[config.mk]
export PLATFORM = sky130hd
export DESIGN_NAME = pci_reg_access_ctrl_flat
export DESIGN_NICKNAME = d
export VERILOG_FILES = /design/src/rtl/pci_reg_access_if.sv /design/src/rtl/pci_reg_access_ctrl.sv /design/src/flat_wrapper.sv
export SDC_FILE = /design/constraint.sdc
export NUM_CORES = 1
export LEC_CHECK = 0
export CAP_MARGIN = 10
export CORE_MARGIN = 1.5
export CORE_UTILIZATION = 45
export DETAILED_ROUTE_END_ITERATION = 10
export PLACE_DENSITY = 0.86
export SETUP_SLACK_MARGIN = 0.05
export SLEW_MARGIN = 20
export SYNTH_ARGS = -nofsm -noshare
export SYNTH_HDL_FRONTEND = slang
export SYNTH_SLANG_ARGS = --single-unit
[constraint.sdc]
create_clock -name clk -period 5.9 [get_ports clk]
set_input_delay 0.59 -clock clk [delete_from_list [all_inputs] [get_ports clk]]
set_output_delay 0.59 -clock clk [all_outputs]
set_load 0.02 [all_outputs]
[src/rtl/pci_reg_access_if.sv]
// Request/response and register-block signals for pci_reg_access_ctrl.
// The master modport is the controller's view. The slave modport is the view of the surrounding environment.
interface pci_reg_access_if #(
  parameter int unsigned ADDR_W = 8,
  parameter int unsigned DATA_W = 32
);
  logic              req_valid;
  logic              req_ready;
  logic [ADDR_W-1:0] req_addr;
  logic              req_we;
  logic [DATA_W-1:0] req_wdata;
  logic              resp_valid;
  logic              resp_ready;
  logic              resp_err;
  logic [DATA_W-1:0] resp_rdata;
  logic              reg_sel;
  logic              reg_wr;
  logic [1:0]        reg_tgt;
  logic [ADDR_W-3:0] reg_addr;
  logic [DATA_W-1:0] reg_wdata;
  logic [DATA_W-1:0] reg_rdata;
  logic [3:0]        pci_ack;

  modport master (
    input  req_valid, req_addr, req_we, req_wdata, resp_ready, reg_rdata, pci_ack,
    output req_ready, resp_valid, resp_err, resp_rdata,
    output reg_sel, reg_wr, reg_tgt, reg_addr, reg_wdata
  );

  modport slave (
    output req_valid, req_addr, req_we, req_wdata, resp_ready, reg_rdata, pci_ack,
    input  req_ready, resp_valid, resp_err, resp_rdata,
    input  reg_sel, reg_wr, reg_tgt, reg_addr, reg_wdata
  );
endinterface

[src/rtl/pci_reg_access_ctrl.sv]
// Single-outstanding register access master: decodes the target, strobes reg_sel until the target acks
// or a timeout expires, then returns a response on a valid/ready channel.
module pci_reg_access_ctrl #(
  parameter int unsigned ADDR_W  = 8,
  parameter int unsigned DATA_W  = 32,
  parameter int unsigned TIMEOUT = 15
) (
  input logic clk,
  input logic rst,
  pci_reg_access_if.master bus
);

  localparam int unsigned CNT_W = $clog2(TIMEOUT + 1);

  localparam logic [1:0] IDLE   = 2'd0;
  localparam logic [1:0] ACCESS = 2'd1;
  localparam logic [1:0] RESP   = 2'd2;

  logic [1:0]        state_q, state_d;
  logic [CNT_W-1:0]  cnt_q, cnt_d;
  logic              done_q, done_d;
  logic              req_ready_q, req_ready_d;
  logic              resp_valid_q, resp_valid_d;
  logic              resp_err_q, resp_err_d;
  logic [DATA_W-1:0] resp_rdata_q, resp_rdata_d;
  logic              reg_sel_q, reg_sel_d;
  logic              reg_wr_q, reg_wr_d;
  logic [1:0]        reg_tgt_q, reg_tgt_d;
  logic [ADDR_W-3:0] reg_addr_q, reg_addr_d;
  logic [DATA_W-1:0] reg_wdata_q, reg_wdata_d;

  // done_q marks that the ack (or the timeout) was sampled. The exit happens on the following edge.
  always_comb begin
    state_d      = state_q;
    cnt_d        = cnt_q;
    done_d       = done_q;
    req_ready_d  = req_ready_q;
    resp_valid_d = resp_valid_q;
    resp_err_d   = resp_err_q;
    resp_rdata_d = resp_rdata_q;
    reg_sel_d    = reg_sel_q;
    reg_wr_d     = reg_wr_q;
    reg_tgt_d    = reg_tgt_q;
    reg_addr_d   = reg_addr_q;
    reg_wdata_d  = reg_wdata_q;

    case (state_q)
      IDLE: begin
        req_ready_d = 1'b1;
        if (bus.req_valid && req_ready_q) begin
          req_ready_d = 1'b0;
          reg_sel_d   = 1'b1;
          reg_wr_d    = bus.req_we;
          reg_tgt_d   = bus.req_addr[ADDR_W-1 -: 2];
          reg_addr_d  = bus.req_addr[ADDR_W-3:0];
          reg_wdata_d = bus.req_wdata;
          cnt_d       = '0;
          done_d      = 1'b0;
          state_d     = ACCESS;
        end
      end
      ACCESS: begin
        if (done_q) begin
          reg_sel_d    = 1'b0;
          reg_wr_d     = 1'b0;
          resp_valid_d = 1'b1;
          done_d       = 1'b0;
          state_d      = RESP;
        end else if (bus.pci_ack[reg_tgt_q]) begin
          // Checked before the timeout so a same-cycle ack wins
          done_d       = 1'b1;
          resp_err_d   = 1'b0;
          resp_rdata_d = reg_wr_q ? '0 : bus.reg_rdata;
        end else if (cnt_q == CNT_W'(TIMEOUT - 1)) begin
          done_d       = 1'b1;
          resp_err_d   = 1'b1;
          resp_rdata_d = '1;
        end else begin
          cnt_d = cnt_q + 1'b1;
        end
      end
      RESP: begin
        if (bus.resp_ready) begin
          resp_valid_d = 1'b0;
          req_ready_d  = 1'b1;
          state_d      = IDLE;
        end
      end
      default: begin
        state_d = IDLE;
      end
    endcase
  end

  always_ff @(posedge clk or posedge rst) begin
    if (rst) begin
      state_q      <= IDLE;
      cnt_q        <= '0;
      done_q       <= 1'b0;
      req_ready_q  <= 1'b0;
      resp_valid_q <= 1'b0;
      resp_err_q   <= 1'b0;
      resp_rdata_q <= '0;
      reg_sel_q    <= 1'b0;
      reg_wr_q     <= 1'b0;
      reg_tgt_q    <= '0;
      reg_addr_q   <= '0;
      reg_wdata_q  <= '0;
    end else begin
      state_q      <= state_d;
      cnt_q        <= cnt_d;
      done_q       <= done_d;
      req_ready_q  <= req_ready_d;
      resp_valid_q <= resp_valid_d;
      resp_err_q   <= resp_err_d;
      resp_rdata_q <= resp_rdata_d;
      reg_sel_q    <= reg_sel_d;
      reg_wr_q     <= reg_wr_d;
      reg_tgt_q    <= reg_tgt_d;
      reg_addr_q   <= reg_addr_d;
      reg_wdata_q  <= reg_wdata_d;
    end
  end

  assign bus.req_ready  = req_ready_q;
  assign bus.resp_valid = resp_valid_q;
  assign bus.resp_err   = resp_err_q;
  assign bus.resp_rdata = resp_rdata_q;
  assign bus.reg_sel    = reg_sel_q;
  assign bus.reg_wr     = reg_wr_q;
  assign bus.reg_tgt    = reg_tgt_q;
  assign bus.reg_addr   = reg_addr_q;
  assign bus.reg_wdata  = reg_wdata_q;

endmodule
[src/flat_wrapper.sv]
// flat-port wrapper written by rule: the top's interface ports become plain ports
module pci_reg_access_ctrl_flat 
#(
  parameter int unsigned ADDR_W  = 8,
  parameter int unsigned DATA_W  = 32,
  parameter int unsigned TIMEOUT = 15
)
  (clk, rst, bus_req_valid, bus_req_addr, bus_req_we, bus_req_wdata, bus_resp_ready, bus_reg_rdata, bus_pci_ack, bus_req_ready, bus_resp_valid, bus_resp_err, bus_resp_rdata, bus_reg_sel, bus_reg_wr, bus_reg_tgt, bus_reg_addr, bus_reg_wdata);
  pci_reg_access_if #(.ADDR_W(ADDR_W), .DATA_W(DATA_W)) bus_i ();
  input logic clk;
  input logic rst;
  input wire logic [$bits(bus_i.req_valid)-1:0] bus_req_valid;
  input wire logic [$bits(bus_i.req_addr)-1:0] bus_req_addr;
  input wire logic [$bits(bus_i.req_we)-1:0] bus_req_we;
  input wire logic [$bits(bus_i.req_wdata)-1:0] bus_req_wdata;
  input wire logic [$bits(bus_i.resp_ready)-1:0] bus_resp_ready;
  input wire logic [$bits(bus_i.reg_rdata)-1:0] bus_reg_rdata;
  input wire logic [$bits(bus_i.pci_ack)-1:0] bus_pci_ack;
  output wire logic [$bits(bus_i.req_ready)-1:0] bus_req_ready;
  output wire logic [$bits(bus_i.resp_valid)-1:0] bus_resp_valid;
  output wire logic [$bits(bus_i.resp_err)-1:0] bus_resp_err;
  output wire logic [$bits(bus_i.resp_rdata)-1:0] bus_resp_rdata;
  output wire logic [$bits(bus_i.reg_sel)-1:0] bus_reg_sel;
  output wire logic [$bits(bus_i.reg_wr)-1:0] bus_reg_wr;
  output wire logic [$bits(bus_i.reg_tgt)-1:0] bus_reg_tgt;
  output wire logic [$bits(bus_i.reg_addr)-1:0] bus_reg_addr;
  output wire logic [$bits(bus_i.reg_wdata)-1:0] bus_reg_wdata;
  assign bus_i.req_valid = bus_req_valid;
  assign bus_i.req_addr = bus_req_addr;
  assign bus_i.req_we = bus_req_we;
  assign bus_i.req_wdata = bus_req_wdata;
  assign bus_i.resp_ready = bus_resp_ready;
  assign bus_i.reg_rdata = bus_reg_rdata;
  assign bus_i.pci_ack = bus_pci_ack;
  assign bus_req_ready = bus_i.req_ready;
  assign bus_resp_valid = bus_i.resp_valid;
  assign bus_resp_err = bus_i.resp_err;
  assign bus_resp_rdata = bus_i.resp_rdata;
  assign bus_reg_sel = bus_i.reg_sel;
  assign bus_reg_wr = bus_i.reg_wr;
  assign bus_reg_tgt = bus_i.reg_tgt;
  assign bus_reg_addr = bus_i.reg_addr;
  assign bus_reg_wdata = bus_i.reg_wdata;
  pci_reg_access_ctrl #(.ADDR_W(ADDR_W), .DATA_W(DATA_W), .TIMEOUT(TIMEOUT)) u_core (.clk(clk), .rst(rst), .bus(bus_i));
endmodule
; ---- After elaboration in Yosys (flattened, before gate mapping)
; Cells that the tools add are included.
[totals]
reg_bits = 84
output_inout_bits = 77
wordCells = 70
[classes]
n_addsub = 1
n_lt_le_gt_ge = 1
n_eq_ne = 9
muxes = 32
bitwise = 1
reduce_logical = 14
[ops]
columns = op, count
row1 = $mux 32, 3
row2 = $mux 4, 4
row3 = $mux 1, 14
row4 = $reduce_and 3->1, 4
row5 = $pmux 1 s2, 5
row6 = $ne 2x2->1 const B, 4
row7 = $pmux 4 s2, 1
row8 = $reduce_bool 2->1, 4
row9 = $mux 2, 3
row10 = $pmux 2 s3, 1
row11 = $reduce_and 2->1, 3
row12 = $reduce_and 5->1, 1
row13 = $add 4x1->4 const B, 1
row14 = $eq 4x4->1 const B, 1
row15 = $ne 2x1->1 const B, 2
row16 = $lt 2x3->1 const B, 1
row17 = $bmux 1 s2, 1
row18 = $eq 2x1->1 const B, 1
row19 = $eq 2x2->1 const B, 1
row20 = $logic_not 2->1, 1
row21 = $logic_and 1x1->1, 1
row22 = $not 1->1, 1

; ---- Logic depth before layout (Yosys ltp)
[depth]
ltp_word = 5
ltp_mapped = 6
ltp_nobuf = 5

; ---- Worst setup path after synthesis
; No wires, ideal clock.
[synth_timing]
path_type = in2reg
startpoint = input port bus_pci_ack[3]
endpoint = register u_core.cnt_q[3]
setup_ns = 0.131
arrival_ns = 1.742
required_time_ns = 5.769
path_slack_ns = 4.027
stages = 3
n_path_buf = 0
path_cell_list = mux4_2 -> o311a_1 -> or3_1
[synth_via]
elab_chain_len = 4
[synth_rtl]
columns = element, line_no
row1 = "start, declared", flat_wrapper.sv:18  ; input wire logic [$bits(bus_i.pci_ack)-1:0] bus_pci_ack;
row2 = $bmux 1 s2, pci_reg_access_ctrl.sv:69  ; end else if (bus.pci_ack[reg_tgt_q]) begin
row3 = $mux 1 (not written as such), pci_reg_access_ctrl.sv:69
row4 = $ne 2x2->1 (no source line), --
row5 = $reduce_and 5->1 (no source line), --
row6 = "end signal, assigned", pci_reg_access_ctrl.sv:111  ; cnt_q <= cnt_d;
row7 = "end, declared", pci_reg_access_ctrl.sv:20  ; logic [CNT_W-1:0] cnt_q, cnt_d;
; No other way between the ends. The select of a mux whose other input is x is not followed.
; A chain may end at the register's enable or synchronous reset.

; ---- Final worst setup path
[layout_timing]
startpoint = register u_core.reg_wr_q, in the netlist u_core.bus.reg_wr
endpoint = output port bus_reg_wr
[layout_lines]
columns = element, line_no
row1 = "start, declared", pci_reg_access_ctrl.sv:27  ; logic reg_wr_q, reg_wr_d;
row2 = "start signal, assigned", pci_reg_access_ctrl.sv:118  ; reg_wr_q <= reg_wr_d;
row3 = "end, declared", flat_wrapper.sv:24  ; output wire logic [$bits(bus_i.reg_wr)-1:0] bus_reg_wr;
; No word-level cell between the ends.

==> flow_summary.ini <==
[outcome]
status = complete, no violations

[critical_path]
crit_fanout = 34
path_delay_family = flip-flops
reg2reg_setup_slack_ps = 3590
crit_path_end_kind = output pin
r2r_end = u_core.bus.resp_rdata[16]
path_cells = clkdlybuf4s50_1
worstSetupPathType = reg2out
slowest_delay_ps = 1040
arrival_ps = 2150
cp.buffers_inverters = 1
required_ps = 5310
crit_slowest_cell = dfrtp_1
r2r_start = u_core.state_q[0]
reg2reg_depth = 3
start_kind = flop

[clock_network]
post_cts_buffers = 0
numCtsBuffers = 9
cts_sinks = 84
ctsHtreeMaxLevel = 3
cts_resized = 0
cts_max_path_buffers = 2
holdBufCountCts = 0
clk_pin_slew_ps = 80
insertion_delay_ps = 340
cts_root_buf = clkbuf_8
cts_tree = done

[synthesis]
synth_cell_types = 34
syn_inst = 339
synth_warnings = 0
ys_ff_latch = 84
synth_area_um2 = 3460
syn_area_per_cell_um2 = 10.2
syn_nets = 422
synth_seq_area_share_pct = 60.7

[global_route]
antenna_found_initial = 0
grt_first_pass_wirelength_um = 14300
grt_pass1_vias = 3100
grt_max_degree = 85
globalRoute.totalOverflow = 0
grt_use_total_pct = 21.7

[drt]
first_pass_iters = 6
post_drt_wl_per_cell_um = 14.7
drc = 0
vias = 2978
via_per_inst = 5.02
drt-total-wl_um = 8710
postRouteAntennaNets = 0
drt-initial-drc-count = 127

[timing]
hold_violations = 0
max_slew_margin_pct = 30.0
finalClockSkew_ps = 7.26
min_period_ps = 2740
fmax_ghz = 0.365
fin_tns_setup_ps = 0
timing.final.ws_setup_ps = 3160
finalCritPeriodShare_pct = 46.5
drv_slew = 0
worst_pin_slew_ps = 1050
setup_viol = 0
rsz0062_at_grt = no

[placement]
io_buffers = 157
globalplace.congestion = 0.744
dpl_worst_slack_ps = 3190
dpl.hpwl_um = 6140

[power_and_ir_drop]
swShare_pct = 38.8
intPower_w = 0.00183
power_density_nw_per_um2 = 563
power.share.clock_pct = 14.3
total_leakage_power_nw = 2.39
max-vdd-ir-drop_mv = 0.286
power_frac_comb_pct = 50.5
power.switching_w = 0.00116
seq_power_share_pct = 35.3

[hold_path]
min_path_type = reg2reg
min_to = u_core.bus.reg_addr[3]
worstHoldPathCells = 2
worstHoldStart = u_core.bus.reg_addr[3]

[floorplanning]
io_pins = 158
fp.dieH_um = 90.7
die_area_um2 = 8230
core_um2 = 7330
rows = 31
start_util_pct = 47.2
die_w_um = 90.7

[run]
cap_violations = 0

[final_layout]
nets = 573
antenna_cells = 0
drive_gt1_share_pct = 4.86
area_growth_pct = 53.4
[power groups by stage]
| stage | logic, W | clock network (W) | registers (W) |
|---|---|---|---|
| floorplan | 0.000550 | 0 | 0.00133 |
| global placement | 0.00148 | 0 | 0.00105 |
| detailed placement | 0.00152 | 0 | 0.00106 |
| CTS | 0.00153 | 0.000436 | 0.00105 |
| global route | 0.00163 | 0.000454 | 0.00109 |
| finish | 0.00151 | 0.000426 | 0.00105 |
[kinds of logic (layout without fill, tap and decap cells)]
| group | after synthesis | after routing | synth area share (%) |
|---|---|---|---|
| compound gates | 44 | 44 | 10.4 |
| flops | 84 | 84 | 60.7 |
| fa+ha+maj | 2 | 2 | 0.723 |
| mux | 3 | 3 | 1.23 |
| buf+inv | 26 | 181 | 3.58 |
| simple gates | 180 | 180 | 23.3 |
[final cells by class]
type | instances | area, µm²
sequential | 84 | 2100
fill | 566 | 2020
timing repair buffer | 160 | 1600
multi-input combinational | 229 | 1250
clock buffer | 10 | 128
tap | 99 | 124
clock inverter | 5 | 77.6
inverter | 6 | 23.8
[flip-flops by register name, indices dropped and copies added (netlist names), 2 cells and up]
register / cells
u_core.bus.reg_tgt: 2
u_core.state_q: 2
u_core.cnt_q: 4
u_core.bus.resp_rdata: 32
u_core.bus.reg_wdata: 32
u_core.bus.reg_addr: 6
[Yosys cell counts (all sizes together)]
master | count | area, µm²
nor3 | 1 | 5.00
nand2 | 130 | 488
o311a | 1 | 10.0
nor2 | 2 | 7.51
ha | 2 | 25.0
nor4bb | 1 | 10.0
a21oi | 5 | 25.0
and3 | 1 | 6.26
nand2b | 1 | 6.26
or2 | 1 | 6.26
nor2b | 32 | 200
o21ai | 1 | 5.00
nand4bb | 1 | 11.3
a2111oi | 1 | 8.76
nand3 | 2 | 10.0
clkbuf | 12 | 45.0
nor3b | 1 | 7.51
inv | 6 | 22.5
mux2i | 2 | 20.0
o21a | 1 | 8.76
nor4 | 2 | 12.5
or2b | 1 | 7.51
o22ai | 1 | 6.26
a21o | 1 | 7.51
a31o | 1 | 8.76
or3b | 1 | 8.76
nand3b | 1 | 7.51
dfrtp | 84 | 2100
mux4 | 1 | 22.5
o22a | 32 | 280
or3 | 2 | 12.5
buf | 8 | 56.3
[per-stage QoR]
stage	utilization, %	cell area (µm²)	std cells	power [W]	hold slack (ps)
floorplan	-	3460	339	0.00188	495
global placement	69.6	5100	578	0.00253	456
detailed placement	69.6	5100	578	0.00258	462
CTS	72.4	5300	593	0.00302	482
global route	72.4	5310	593	0.00317	501
finish	72.4	5310	593	0.00299	481
[cell usage in the layout, fill, tap and decap left out, types with 2 or more instances in the layout]
master,instances
nor2_1,2
nand3_1,2
nor4_1,2
bufinv_16,2
or3_1,2
nor2b_1,32
inv_1,5
clkdlybuf4s50_1,157
nand2_1,130
ha_1,2
dfrtp_1,84
o22a_1,32
a21oi_1,5
mux2i_1,2
buf_4,2
clkinv_2,3
clkbuf_8,9
[worst max path at each step]
stage,from,cells past startpoint,slack (ps),endpoint
3_5_place_dp,bus_pci_ack[3],4,3190,u_core.bus.resp_rdata[16]
6_report,u_core.bus.reg_wr,1,3160,bus_reg_wr
3_3_place_gp,bus_pci_ack[3],4,3250,u_core.bus.resp_rdata[7]
4_1_cts,u_core.bus.reg_wr,1,3140,bus_reg_wr
2_1_floorplan,rst,1,3140,u_core.bus.reg_addr[0]
5_1_grt,u_core.bus.reg_wr,1,3060,bus_reg_wr
[layer usage]
metal / share of wire, % / wire (µm) / GRT usage [%] / vias up
met1: 42 / 3680 / 26.6 / 1428
met4: 1.1 / 93 / 6.75 / 0
met5: 0 / 0 / 0 / -
met2: 47 / 4090 / 35.7 / 126
met3: 9.7 / 842 / 7.83 / 11
li1: - / - / - / 1413
Note: power is estimated with default switching activity, not from simulation.
